--- src/rtl/uart_ctrl_pkg.sv ---
// rtl/uart_ctrl_pkg.sv - register map, bit indices and TX FSM states for uart_ctrl
package uart_ctrl_pkg;

    localparam logic [1:0] ADDR_TXDATA = 2'd0;
    localparam logic [1:0] ADDR_RXDATA = 2'd1;
    localparam logic [1:0] ADDR_STATUS = 2'd2;
    localparam logic [1:0] ADDR_CTRL   = 2'd3;

    localparam int ST_RX_VALID = 0;
    localparam int ST_TX_EMPTY = 1;
    localparam int ST_TX_FULL  = 2;
    localparam int ST_TX_OVF   = 3;
    localparam int ST_RX_OVR   = 4;
    localparam int ST_TX_BUSY  = 5;

    // STATUS write-one-to-clear positions for the sticky flags
    localparam int CLR_TX_OVF = 2;
    localparam int CLR_RX_OVR = 3;

    localparam int CTRL_RX_EN     = 0;
    localparam int CTRL_RX_IRQ_EN = 1;
    localparam int CTRL_TX_IRQ_EN = 2;

    typedef enum logic [1:0] {
        IDLE,
        LAUNCH,
        WAIT_BUSY,
        WAIT_DONE
    } tx_state_t;

endpackage

--- src/rtl/uart_ctrl_fifo.sv ---
// rtl/uart_ctrl_fifo.sv - synchronous FIFO; a push while full is accepted when a pop occurs in the same cycle
module uart_ctrl_fifo #(
    parameter int WIDTH = 8,
    parameter int DEPTH = 8
) (
    input  logic             sysclk,
    input  logic             reset_n,
    input  logic             push,
    input  logic             pop,
    input  logic [WIDTH-1:0] din,
    output logic [WIDTH-1:0] dout,
    output logic             full,
    output logic             empty
);

    localparam int AW = $clog2(DEPTH);

    logic [WIDTH-1:0] mem [DEPTH];
    logic [AW-1:0]    wr_ptr;
    logic [AW-1:0]    rd_ptr;
    logic [AW:0]      count;
    logic             do_push;
    logic             do_pop;

    assign full    = (count == (AW+1)'(DEPTH));
    assign empty   = (count == '0);
    assign do_pop  = pop & ~empty;
    assign do_push = push & (~full | do_pop);
    assign dout    = mem[rd_ptr];

    always_ff @(posedge sysclk or negedge reset_n) begin
        if (!reset_n) begin
            wr_ptr <= '0;
            rd_ptr <= '0;
            count  <= '0;
        end else begin
            if (do_push) wr_ptr <= wr_ptr + 1'b1;
            if (do_pop)  rd_ptr <= rd_ptr + 1'b1;
            case ({do_push, do_pop})
                2'b10:   count <= count + 1'b1;
                2'b01:   count <= count - 1'b1;
                default: count <= count;
            endcase
        end
    end

    always_ff @(posedge sysclk) begin
        if (do_push) mem[wr_ptr] <= din;
    end

endmodule

--- src/rtl/uart_ctrl.sv ---
// rtl/uart_ctrl.sv - CPU-facing UART sequencer; UART_CTRL_RX_FIFO_EN selects an RX FIFO over a holding register
module uart_ctrl
    import uart_ctrl_pkg::*;
#(
    parameter int TX_DEPTH     = 8,
    parameter int RX_DEPTH     = 4,
    parameter int BUSY_TIMEOUT = 1023
) (
    input  logic       sysclk,
    input  logic       reset_n,
    input  logic [1:0] bus_addr,
    input  logic       bus_wr,
    input  logic       bus_rd,
    input  logic [7:0] bus_wdata,
    output logic [7:0] bus_rdata,
    output logic       irq,
    output logic [7:0] uart_tx_data,
    output logic       uart_tx_enable,
    input  logic       uart_tx_status,
    input  logic [7:0] uart_rx_data,
    input  logic       uart_rx_status,
    output logic       uart_rx_enable
);

    localparam int TW = $clog2(BUSY_TIMEOUT + 1);

    if (TX_DEPTH < 2 || (TX_DEPTH & (TX_DEPTH - 1)) != 0) begin : g_bad_tx_depth
        $error("TX_DEPTH must be a power of two >= 2");
    end
    if (RX_DEPTH < 2 || (RX_DEPTH & (RX_DEPTH - 1)) != 0) begin : g_bad_rx_depth
        $error("RX_DEPTH must be a power of two >= 2");
    end

    logic       wr_txdata, wr_status, wr_ctrl, rd_rxdata;
    logic [2:0] ctrl;
    logic       tx_ovf, rx_ovr;
    logic [7:0] status;

    assign wr_txdata      = bus_wr & (bus_addr == ADDR_TXDATA);
    assign wr_status      = bus_wr & (bus_addr == ADDR_STATUS);
    assign wr_ctrl        = bus_wr & (bus_addr == ADDR_CTRL);
    assign rd_rxdata      = bus_rd & (bus_addr == ADDR_RXDATA);
    assign uart_rx_enable = ctrl[CTRL_RX_EN];

    // TX path
    tx_state_t   state, state_nxt;
    logic        tx_pop, tx_tmo, tx_full, tx_empty, tx_busy;
    logic [7:0]  tx_head;
    logic [TW-1:0] tmo_cnt;

    uart_ctrl_fifo #(.WIDTH(8), .DEPTH(TX_DEPTH)) u_tx_fifo (
        .sysclk  (sysclk),
        .reset_n (reset_n),
        .push    (wr_txdata),
        .pop     (tx_pop),
        .din     (bus_wdata),
        .dout    (tx_head),
        .full    (tx_full),
        .empty   (tx_empty)
    );

    assign tx_busy        = (state != IDLE);
    assign uart_tx_enable = (state == LAUNCH);

    always_comb begin
        state_nxt = state;
        tx_pop    = 1'b0;
        tx_tmo    = 1'b0;
        case (state)
            IDLE: begin
                if (!tx_empty && uart_tx_status) begin
                    tx_pop    = 1'b1;
                    state_nxt = LAUNCH;
                end
            end
            LAUNCH:    state_nxt = WAIT_BUSY;
            WAIT_BUSY: begin
                if (!uart_tx_status) begin
                    state_nxt = WAIT_DONE;
                end else if (tmo_cnt == TW'(BUSY_TIMEOUT)) begin
                    tx_tmo    = 1'b1;
                    state_nxt = IDLE;
                end
            end
            WAIT_DONE: if (uart_tx_status) state_nxt = IDLE;
            default:   state_nxt = IDLE;
        endcase
    end

    always_ff @(posedge sysclk or negedge reset_n) begin
        if (!reset_n) begin
            state        <= IDLE;
            uart_tx_data <= 8'h00;
            tmo_cnt      <= '0;
        end else begin
            state <= state_nxt;
            if (tx_pop) uart_tx_data <= tx_head;
            if (state == LAUNCH)         tmo_cnt <= '0;
            else if (state == WAIT_BUSY) tmo_cnt <= tmo_cnt + 1'b1;
        end
    end

    // RX path: uart_rx_status is on the baud clock, so resynchronise before edge detect
    logic [2:0] rx_sync;
    logic       rx_push, rx_pop, rx_valid, rx_full;
    logic [7:0] rx_head;

    assign rx_push = rx_sync[1] & ~rx_sync[2] & ctrl[CTRL_RX_EN];
    assign rx_pop  = rd_rxdata & rx_valid;

    always_ff @(posedge sysclk or negedge reset_n) begin
        if (!reset_n) rx_sync <= 3'b000;
        else          rx_sync <= {rx_sync[1:0], uart_rx_status};
    end

`ifdef UART_CTRL_RX_FIFO_EN
    logic rx_empty;

    uart_ctrl_fifo #(.WIDTH(8), .DEPTH(RX_DEPTH)) u_rx_fifo (
        .sysclk  (sysclk),
        .reset_n (reset_n),
        .push    (rx_push),
        .pop     (rx_pop),
        .din     (uart_rx_data),
        .dout    (rx_head),
        .full    (rx_full),
        .empty   (rx_empty)
    );

    assign rx_valid = ~rx_empty;
`else
    logic       rx_hold_valid;
    logic [7:0] rx_hold_data;

    always_ff @(posedge sysclk or negedge reset_n) begin
        if (!reset_n) begin
            rx_hold_valid <= 1'b0;
            rx_hold_data  <= 8'h00;
        end else if (rx_push && (!rx_hold_valid || rx_pop)) begin
            rx_hold_valid <= 1'b1;
            rx_hold_data  <= uart_rx_data;
        end else if (rx_pop) begin
            rx_hold_valid <= 1'b0;
        end
    end

    assign rx_valid = rx_hold_valid;
    assign rx_full  = rx_hold_valid;
    assign rx_head  = rx_hold_data;
`endif

    // Registers, sticky flags (a new set beats a same-cycle clear), read data, irq
    always_comb begin
        status              = 8'h00;
        status[ST_RX_VALID] = rx_valid;
        status[ST_TX_EMPTY] = tx_empty;
        status[ST_TX_FULL]  = tx_full;
        status[ST_TX_OVF]   = tx_ovf;
        status[ST_RX_OVR]   = rx_ovr;
        status[ST_TX_BUSY]  = tx_busy;
    end

    always_ff @(posedge sysclk or negedge reset_n) begin
        if (!reset_n) begin
            ctrl      <= 3'b000;
            tx_ovf    <= 1'b0;
            rx_ovr    <= 1'b0;
            bus_rdata <= 8'h00;
            irq       <= 1'b0;
        end else begin
            if (wr_ctrl) ctrl <= bus_wdata[2:0];

            if ((wr_txdata && tx_full && !tx_pop) || tx_tmo)  tx_ovf <= 1'b1;
            else if (wr_status && bus_wdata[CLR_TX_OVF])      tx_ovf <= 1'b0;

            if (rx_push && rx_full && !rx_pop)                rx_ovr <= 1'b1;
            else if (wr_status && bus_wdata[CLR_RX_OVR])      rx_ovr <= 1'b0;

            if (bus_rd) begin
                case (bus_addr)
                    ADDR_RXDATA: bus_rdata <= rx_valid ? rx_head : 8'h00;
                    ADDR_STATUS: bus_rdata <= status;
                    ADDR_CTRL:   bus_rdata <= {5'b00000, ctrl};
                    default:     bus_rdata <= 8'h00;
                endcase
            end

            irq <= (ctrl[CTRL_RX_IRQ_EN] & rx_valid) |
                   (ctrl[CTRL_TX_IRQ_EN] & tx_empty & ~tx_busy);
        end
    end

endmodule

--- config.mk ---
export PLATFORM = sky130hd
export DESIGN_NAME = uart_ctrl
export DESIGN_NICKNAME = d
export VERILOG_FILES = /design/src/rtl/uart_ctrl_pkg.sv /design/src/rtl/uart_ctrl_fifo.sv /design/src/rtl/uart_ctrl.sv
export SDC_FILE = /design/constraint.sdc
export NUM_CORES = 1
export LEC_CHECK = 0
export BUFFER_PORTS_ARGS = -buffer_cell sky130_fd_sc_hd__buf_2
export CORE_MARGIN = 10
export CORE_UTILIZATION = 55
export CTS_CLUSTER_DIAMETER = 200
export DETAILED_ROUTE_END_ITERATION = 10
export PLACE_DENSITY = 0.71
export SLEW_MARGIN = 20
export SYNTH_ARGS = -nofsm -noshare
export SYNTH_HDL_FRONTEND = slang
export SYNTH_SLANG_ARGS = --single-unit
--- constraint.sdc ---
create_clock -name sysclk -period 4.9 [get_ports sysclk]
set_input_delay 0.98 -clock sysclk [delete_from_list [all_inputs] [get_ports sysclk]]
set_output_delay 0.98 -clock sysclk [all_outputs]
set_load 0.01 [all_outputs]
=== Yosys cells after proc, flatten, opt, wreduce, memory -nomap -nowiden ===
Memory sizes are Yosys's and may differ from the RTL's. A register that Yosys moved wholly into a read port is not among the register bits.
Index checks and enable logic that the tools add are counted.

* Memory bits (writable): 64
* Word-level logic and storage cells: 98
* Output and inout port bits: 19
* Bits of input ports: 24
* Memories: 1
* Register bits: 48

* Equal/unequal tests: 13
* Multiplexer cells: 23
* $add $sub $neg: 5
* Bitwise logic cells: 18
* Reductions and logical operators: 25

{| class="wikitable"
|+ Memory list
! name !! depth !! width !! read ports !! clocked after Yosys merged registers in !! write ports !! RTL line !! text
|-
| u_tx_fifo.mem || 8 || 8 || 1 || 1 || 1 || uart_ctrl_fifo.sv:18 || <nowiki>logic [WIDTH-1:0] mem [DEPTH];</nowiki>
|}

{| class="wikitable"
|+ Operator list
! operator !! number
|-
| case mux 8 bit (3 select lines) || 1
|-
| 2-to-1 mux 10 bit || 2
|-
| 2-to-1 mux 1 bit || 13
|-
| bitwise AND 1 bit || 12
|-
| nonzero test 2 bit || 6
|-
| adder 10 x 1 -> 10 bit (second input constant) || 1
|-
| == test 10 bit (second input constant) || 1
|-
| == test 2 bit (second input constant) || 5
|-
| logical AND 1 bit || 8
|-
| 2-to-1 mux 2 bit || 4
|-
| 2-to-1 mux 8 bit || 1
|-
| case mux 2 bit (4 select lines) || 1
|-
| case mux 4 bit (2 select lines) || 1
|-
| adder 3 x 1 -> 3 bit (second input constant) || 2
|-
| == test 2 x 1 -> 1 bit (second input constant) || 3
|-
| logical NOT 1 bit || 5
|-
| adder 4 x 1 -> 4 bit (second input constant) || 1
|-
| == test 4 bit (second input constant) || 1
|-
| logical NOT 2 bit || 2
|-
| logical NOT 4 bit || 1
|-
| inequality test 2 bit (second input constant) || 2
|-
| NOT 1 bit || 4
|-
| subtractor 4 x 1 -> 4 bit (second input constant) || 1
|-
| inequality test 3 bit (second input constant) || 1
|-
| 3 further kinds || 5
|}

=== Longest topological paths before layout ===
Gate-level depths: netlist of the first run.

* Depth after elaboration: 10
* Gate-level depth with buffers: 9
* Mapped depth without buffers: 9

=== Cells and area by module ===
From an unflattened synthesis of the first run, not the netlist that was laid out.

* Cell total of the unflattened synthesis: 371
* Area total of the unflattened synthesis: 5323.9 um2

{| class="wikitable"
|+ By module, submodules not included
! module !! seq. area each (um2) !! cells each !! times used !! area an instance (um2)
|-
| uart_ctrl_fifo || 2172.1 || 162 || 1 || 3150.5
|-
| uart_ctrl || 1151.1 || 209 || 1 || 2173.3
|}

=== Least setup slack after synthesis of the first run ===
OpenSTA, ideal clock, no wires.

* Path type: input to register
* From: input port bus_addr[1]
* To: memory u_tx_fifo.mem[0][0] (enable)
* Required time: 4.505 ns
* Library setup time: 0.395 ns
* Path buffers: 1
* Arrival time: 2.485 ns
* Cell stages on the path: 4
* Path slack: 2.020 ns
* Path through: clkbuf_1 -> nor3b_2 -> o21ai_4 -> nor4_1

* Longest elaborated chain between the ends: 5

{| class="wikitable"
|+ RTL lines
! element !! RTL line !! text
|-
| start: declaration || uart_ctrl.sv:11 || <nowiki>input logic [1:0] bus_addr,</nowiki>
|-
| logical NOT 2 bit || uart_ctrl.sv:39 || <nowiki>assign wr_txdata = bus_wr & (bus_addr == ADDR_TXDATA);</nowiki>
|-
| bitwise AND 1 bit || uart_ctrl.sv:39 ||
|-
| bitwise AND 1 bit || uart_ctrl_fifo.sv:28 || <nowiki>assign do_push = push & (~full | do_pop);</nowiki>
|-
| 2-to-1 mux 1 bit || uart_ctrl_fifo.sv:48 || <nowiki>if (do_push) mem[wr_ptr] <= din;</nowiki>
|-
| 2-to-1 mux 1 bit (not written as such) || uart_ctrl_fifo.sv:48 ||
|-
| end: declaration || uart_ctrl_fifo.sv:18 ||
|}

No other way between the ends.

=== Worst setup path in the final report of the first run ===
* From: register state[1]
* To: output port uart_tx_enable

* Longest elaborated chain between the ends: 1

{| class="wikitable"
|+ RTL lines
! element !! RTL line !! text
|-
| start: declaration || uart_ctrl.sv:46 || <nowiki>tx_state_t state, state_nxt;</nowiki>
|-
| start signal: assignment || uart_ctrl.sv:96 || <nowiki>state <= state_nxt;</nowiki>
|-
| == test 2 x 1 -> 1 bit || uart_ctrl.sv:63 || <nowiki>assign uart_tx_enable = (state == LAUNCH);</nowiki>
|-
| end: declaration || uart_ctrl.sv:18 || <nowiki>output logic uart_tx_enable,</nowiki>
|}

No other way between the ends.

==> impl_metrics.toml, run 1 <==
[synth]
synth_edf_count = 64
ys.flop_type = "edfxtp_1"
synth_top_family_by_area = "multiplexers"
synthCells = 359
avgSynthCellArea_sq_um = 14.30
synth_warnings = 0
postSynth.asyncResetShare = 0.4667
synth_compound_area_frac = 0.07554
synth_cell_types = 52
synth_simple_gate_area_frac = 0.09064
ys_seq_elements = 120
synth_mux_area_frac = 0.1204
syn_nets = 392
syn-cell-area_sq_um = 5135
synth-xor-area-share = 0.01876
yosysSeqAreaShare = 0.6472
synthAdderAreaFrac = 0.02193

[timing]
finalSetupViolCount = 0
hold_viol = 0
fmax_mhz = 371.7
tns_ps = 0
holdWs_ps = 350.7
skew_ps = 10.27
period_share = 0.5490
worst_pin_slew_ps = 1110
min_period_ps = 2690
rsz0062_at_grt = "no"
drv_slew = 0
relSlewSlack = 0.2540

[clocking]
cts_tree = "done"
ctsResizeCount = 0
cts_root_buf = "clkbuf_8"
cts_buffers = 17
hold_buffers = 0
clk-insertion-delay-late_ps = 510
cts_setup_buffers = 0
htreeDepth = 4
path_clk_slew_ps = 60
clock_sinks = 120
cts_buffer_depth = 2

[floorplan]
core_area_sq_um = 9153
initial_core_util = 0.5610
die_width_um = 116.6
rows = 35
design.die.area_sq_um = 13600
die_h_um = 116.6
pin_count = 43

[route]
drc = 0
first_pass_iters = 4
drt-total-wl_mm = 10.42
dr_wl_met3_um = 664
wl_met1_mm = 4.426
dr.max_layer_used = "met4"
wl_per_cell_um = 19.74
wl_met2_mm = 5.215
vias_per_cell = 5.763
drt_iter0_drc = 232
antenna_left = 0
vias = 3043

[power]
power.leakage_nw = 2.324
ir_drop_uv = 291.1
power.density_nw_per_um2 = 588.5

[place]
place_inst = 496
gp_congestion = 0.7823
place_area_sq_um = 5413
port_buffers = 42
hpwlAfterDp_mm = 6.963

[layout]
area_growth_syn_to_layout_pct = 17.59
final_cells = 528
drive_gt1_frac = 0.2686
layout_commonest_cell = "edfxtp_1"
finalInstanceArea_sq_um = 6038
diodes = 0
mostFrequentLayoutCells = "edfxtp_1, dfrtp_1, buf_2"
final_util = 0.6597
layout.nets = 437

[worst_setup_path]
critPathCaptureType = "primary output"
crit_arrival_ps = 1710
path_class = "reg2out"
startpoint_type = "flip-flop"
crit_required_ps = 3920
cp_max_fo = 11

[grt]
grt_max_degree = 41
track_usage = 0.1668
grt.overflow.total = 0
first_global_vias = 3170
grt_pass1_wl_mm = 16.98
antenna_found_initial = 0

[run]
maxCapViolations = 0

[status]
status = "complete, no violations"

[min_path]
hp-class = "reg2reg"
-- stage by stage --
step,power [mW],worst slack [ps]
2_1_floorplan,2.093,2020
6_report,3.554,2210
5_1_grt,3.763,2080
4_1_cts,3.589,2082
3_3_place_gp,2.284,1822
3_5_place_dp,2.321,1668
-- synth_stat cells, drive strengths merged, types with 10 or more instances --
library cell | n | area [sq um]
edfxtp | 64 | 1922
a21oi | 22 | 113.9
mux2i | 10 | 100.1
nor2 | 24 | 90.09
clkbuf | 10 | 38.78
o21ai | 15 | 93.84
inv | 10 | 37.54
dfrtp | 56 | 1401
nand2 | 25 | 93.84
mux2 | 14 | 157.6
mux4 | 16 | 360.4
-- critical path: stages, from the launching register on --
cell and delay [ps]:
dfrtp_1 450, inv_1 150, ha_1 390, buf_2 210
-- flip-flops by register name (all words and copies together) (netlist names), 2 cells and up --
register          flops
u_tx_fifo.wr_ptr      3
u_tx_fifo.rd_ptr      3
u_tx_fifo.mem        64
uart_tx_data          8
u_tx_fifo.count       4
bus_rdata             8
state                 2
tmo_cnt              10
rx_head               8
ctrl                  3
rx_sync               3
-- per-layer routing --
| metal | vias to the layer above | GRT usage |
|---|---|---|
| li1 | 1447 | - |
| met1 | 1507 | 0.2059 |
| met2 | 79 | 0.2658 |
| met3 | 10 | 0.05496 |
| met4 | 0 | 0.06755 |
| met5 | - | 0 |
-- report_power, final --
part / switching (mW) / leakage (nW) / internal, mW
Combinational: 0.401 / 0.775 / 0.419
Clock: 0.444 / 0.297 / 0.806
Sequential: 0.241 / 1.25 / 1.24
-- worst paths after layout --
check	from	to	cells past startpoint	slack (ps)
min reg2reg	rx_sync[0]	rx_sync[1]	0	350
min	rx_sync[0]	rx_sync[1]	0	350
max in group asynchronous	reset_n	tmo_cnt[6]	2	3630
min in group asynchronous	reset_n	bus_rdata[6]	1	390
max	state[1]	uart_tx_enable	3	2210
max reg2reg	state[1]	u_tx_fifo.mem[2][5]	5	2280
-- cell type report --
cell class,instances,area [sq um]
timing repair buffer,45,232.7
tap,111,138.9
inverter,10,37.54
fill,621,3114
multi-input combinational,210,1695
clock inverter,14,170.2
sequential,120,3324
clock buffer,18,439.2
-- logic make-up (layout without fill, tap and decap cells) --
| family | after synthesis | in the layout |
|---|---|---|
| flip-flops | 120 | 120 |
| AND/OR/NAND/NOR | 91 | 91 |
| AO/OA/AOI/OAI | 59 | 59 |
| multiplexers | 40 | 40 |
| buffers and inverters | 29 | 87 |
| XOR/XNOR | 11 | 11 |
| adder cells (fa/ha/maj) | 9 | 9 |
Power figures use the tool's default switching activity.
==> run 2: changes to the inputs <==
--- a/config.mk
+++ b/config.mk
@@ -5,6 +5,7 @@
 export SDC_FILE = /design/constraint.sdc
 export NUM_CORES = 1
 export LEC_CHECK = 0
+export ABC_AREA = 1
 export BUFFER_PORTS_ARGS = -buffer_cell sky130_fd_sc_hd__buf_2
 export CORE_MARGIN = 10
 export CORE_UTILIZATION = 55
==> constraint.sdc (replaced) <==
create_clock -name sysclk -period 2.6 [get_ports sysclk]
set_input_delay 0.52 -clock sysclk [delete_from_list [all_inputs] [get_ports sysclk]]
set_output_delay 0.52 -clock sysclk [all_outputs]
set_load 0.01 [all_outputs]
==> run 2 against run 1 <==
Net effect: global-route usage is 0.91 points higher; combinational power is 120% higher; total power is 90% higher; sequential share of layout area is 0.44 points lower; first-iteration DRC count is 22% higher; sequential cell count stayed put; die area is 0.75% lower; critical path type is now reg2reg.
==> impl_metrics.toml, run 2 <==
[worst_setup_path]
path_class = "reg2reg"
r2r_slack_ps = 310
r2r-start = "state[0]"
crit_required_ps = 2750
r2r_end = "u_tx_fifo.mem[2][4]"
reg2reg_depth = 9
startpoint_type = "flip-flop"
cp_max_fo = 8
crit_arrival_ps = 2440
critPathCaptureType = "flip-flop"

[status]
status = "complete, no violations"

[timing]
worst_pin_slew_ps = 515.9
drv_slew = 0
relSlewSlack = 0.6560
hold_viol = 0
tns_ps = 0
fmax_mhz = 436.4
holdWs_ps = 107.8
period_share = 0.8814
finalSetupViolCount = 0
min_period_ps = 2292
worst_slack_ps = 308.4
rsz0062_at_grt = "no"
skew_ps = 9.102

[layout]
multiInputGateArea_sq_um = 1565
largest_register = "u_tx_fifo.mem"
final-seq-area_sq_um = 3323
final_util = 0.6680
largest_reg_flops = 64
nFillCells = 651
final_cells = 637
mostFrequentLayoutCells = "nand2_1, edfxtp_1, dfrtp_1"
reg_top3 = "u_tx_fifo.mem (64), tmo_cnt (10)"
drive_gt1_frac = 0.1977
layout.nets = 546
layout_commonest_cell = "nand2_1"
diodes = 0
area_growth_syn_to_layout_pct = 19.57

[clocking]
cts_buffer_depth = 2
clock_sinks = 120
htreeDepth = 4
cts_root_buf = "clkbuf_8"
path_clk_slew_ps = 60
clk-insertion-delay-late_ps = 510
cts_buffers = 17
cts_tree = "done"

[floorplan]
die_width_um = 116.2
design.die.area_sq_um = 13500
initial_core_util = 0.5587
pin_count = 43
die_h_um = 116.2
rows = 35
core_area_sq_um = 9109

[synth]
postSynth.asyncResetShare = 0.4667
synth_edf_count = 64
synth_top_area_frac = 0.3777
synth_warnings = 0
yosys-top-cells-area = "edfxtp_1, dfrtp_1, nand2_1"
yosysSeqAreaShare = 0.6531
synthCells = 452
syn_nets = 485
netlist_top_cells_count = "nand2_1, edfxtp_1, dfrtp_1"
ys.flop_type = "edfxtp_1"
yosysMostFrequentCell = "nand2_1"
yosysTopAreaCell = "edfxtp_1"
syn-cell-area_sq_um = 5089
avgSynthCellArea_sq_um = 11.26
synth_cell_types = 37
ys_seq_elements = 120

[place]
gp_congestion = 0.8477
dp_slack_ps = 308.0
port_buffers = 42
hpwlAfterDp_mm = 7.457
place_inst = 604

[min_path]
min_to = "rx_sync[0]"
hold_path_depth = 1
hold_start = "uart_rx_status"
hp-class = "in2reg"

[power]
power.leakage_nw = 2.589
p_switching_mw = 2.218
pwr-share-clk = 0.351
ir_drop_uv = 613.9
switching_share = 0.3279
p_comb_frac = 0.266
power.density_nw_per_um2 = 1112
sequentialPowerShare = 0.383
power.internal_mw = 4.546

[run]
maxCapViolations = 0

[route]
antenna_left = 0
drt_iter0_drc = 282
vias = 3526
drt-total-wl_mm = 11.07
drc = 0
first_pass_iters = 5
vias_per_cell = 5.535
wl_per_cell_um = 17.37

[grt]
track_usage = 0.1759
grt_pass1_wl_mm = 18.17
first_global_vias = 3691
grt_max_degree = 35
grt.overflow.total = 0
antenna_found_initial = 1
[run 2: logic make-up after synthesis]
group / after synthesis / share of synthesized area
buffers and inverters: 52 / 0.03934
XOR/XNOR: 7 / 0.01205
AO/OA/AOI/OAI: 82 / 0.1028
flip-flops: 120 / 0.6531
AND/OR/NAND/NOR: 168 / 0.1416
multiplexers: 14 / 0.02901
adder cells (fa/ha/maj): 9 / 0.02213
[run 2: power groups by stage]
stage	clock, mW	combinational, mW	sequential, mW
3_5_place_dp	0	1.79	2.62
4_1_cts	2.40	1.81	2.59
2_1_floorplan	0	1.24	2.60
5_1_grt	2.47	2.05	2.64
6_report	2.37	1.80	2.59
3_3_place_gp	0	1.72	2.60
[run 2: routing by layer]
| layer | up-vias | part of all wire | global-route usage |
|---|---|---|---|
| met1 | 1699 | 0.44 | 0.2141 |
| met3 | 19 | 0.051 | 0.04622 |
| li1 | 1703 | - | - |
| met5 | - | 0.0012 | 0 |
| met4 | 2 | 0.019 | 0.07840 |
| met2 | 103 | 0.49 | 0.2890 |
[run 2: worst max-delay path by stage]
stage,endpoint,slack [ps],start,depth (start not counted)
floorplan,u_tx_fifo.mem[0][0],580,state[0],9
global placement,u_tx_fifo.mem[2][6],430,state[0],9
detailed placement,u_tx_fifo.mem[2][4],310,state[0],9
CTS,u_tx_fifo.mem[2][4],310,state[0],9
global route,u_tx_fifo.mem[2][0],160,state[0],9
finish,u_tx_fifo.mem[2][4],310,state[0],9
[run 2: repair_timing]
item / 4_1_cts / 5_1_grt
endpoints found under the hold margin: 20 / 0
buffers inserted: 0 / 0
hold buffers: 1 / 0
endpoints found under the setup margin: 0 / 0
gates resized for setup: 0 / 0
[run 2: layout make-up]
type	instances	area share
sequential	120	0.5462
clock buffer	19	0.06930
inverter	39	0.02406
clock inverter	13	0.02941
timing repair buffer	55	0.05100
tap	111	0.02283
multi-input combinational	280	0.2572
[run 2: stage by stage]
step / total power, mW / cell area, sq um
after CTS: 6.792 / 6085
after global placement: 4.327 / 5474
after detailed placement: 4.407 / 5474
after floorplan: 3.838 / 5089
after global routing: 7.155 / 6085
final: 6.764 / 6085
[run 2: critical path, cell delays in order (launching register included)]
cell	delay, ps
dfrtp_1	400
inv_1	150
ha_1	240
nand3_2	100
nand4_1	120
inv_2	60
nor2_4	140
inv_2	50
or2_4	260
nor2_2	410
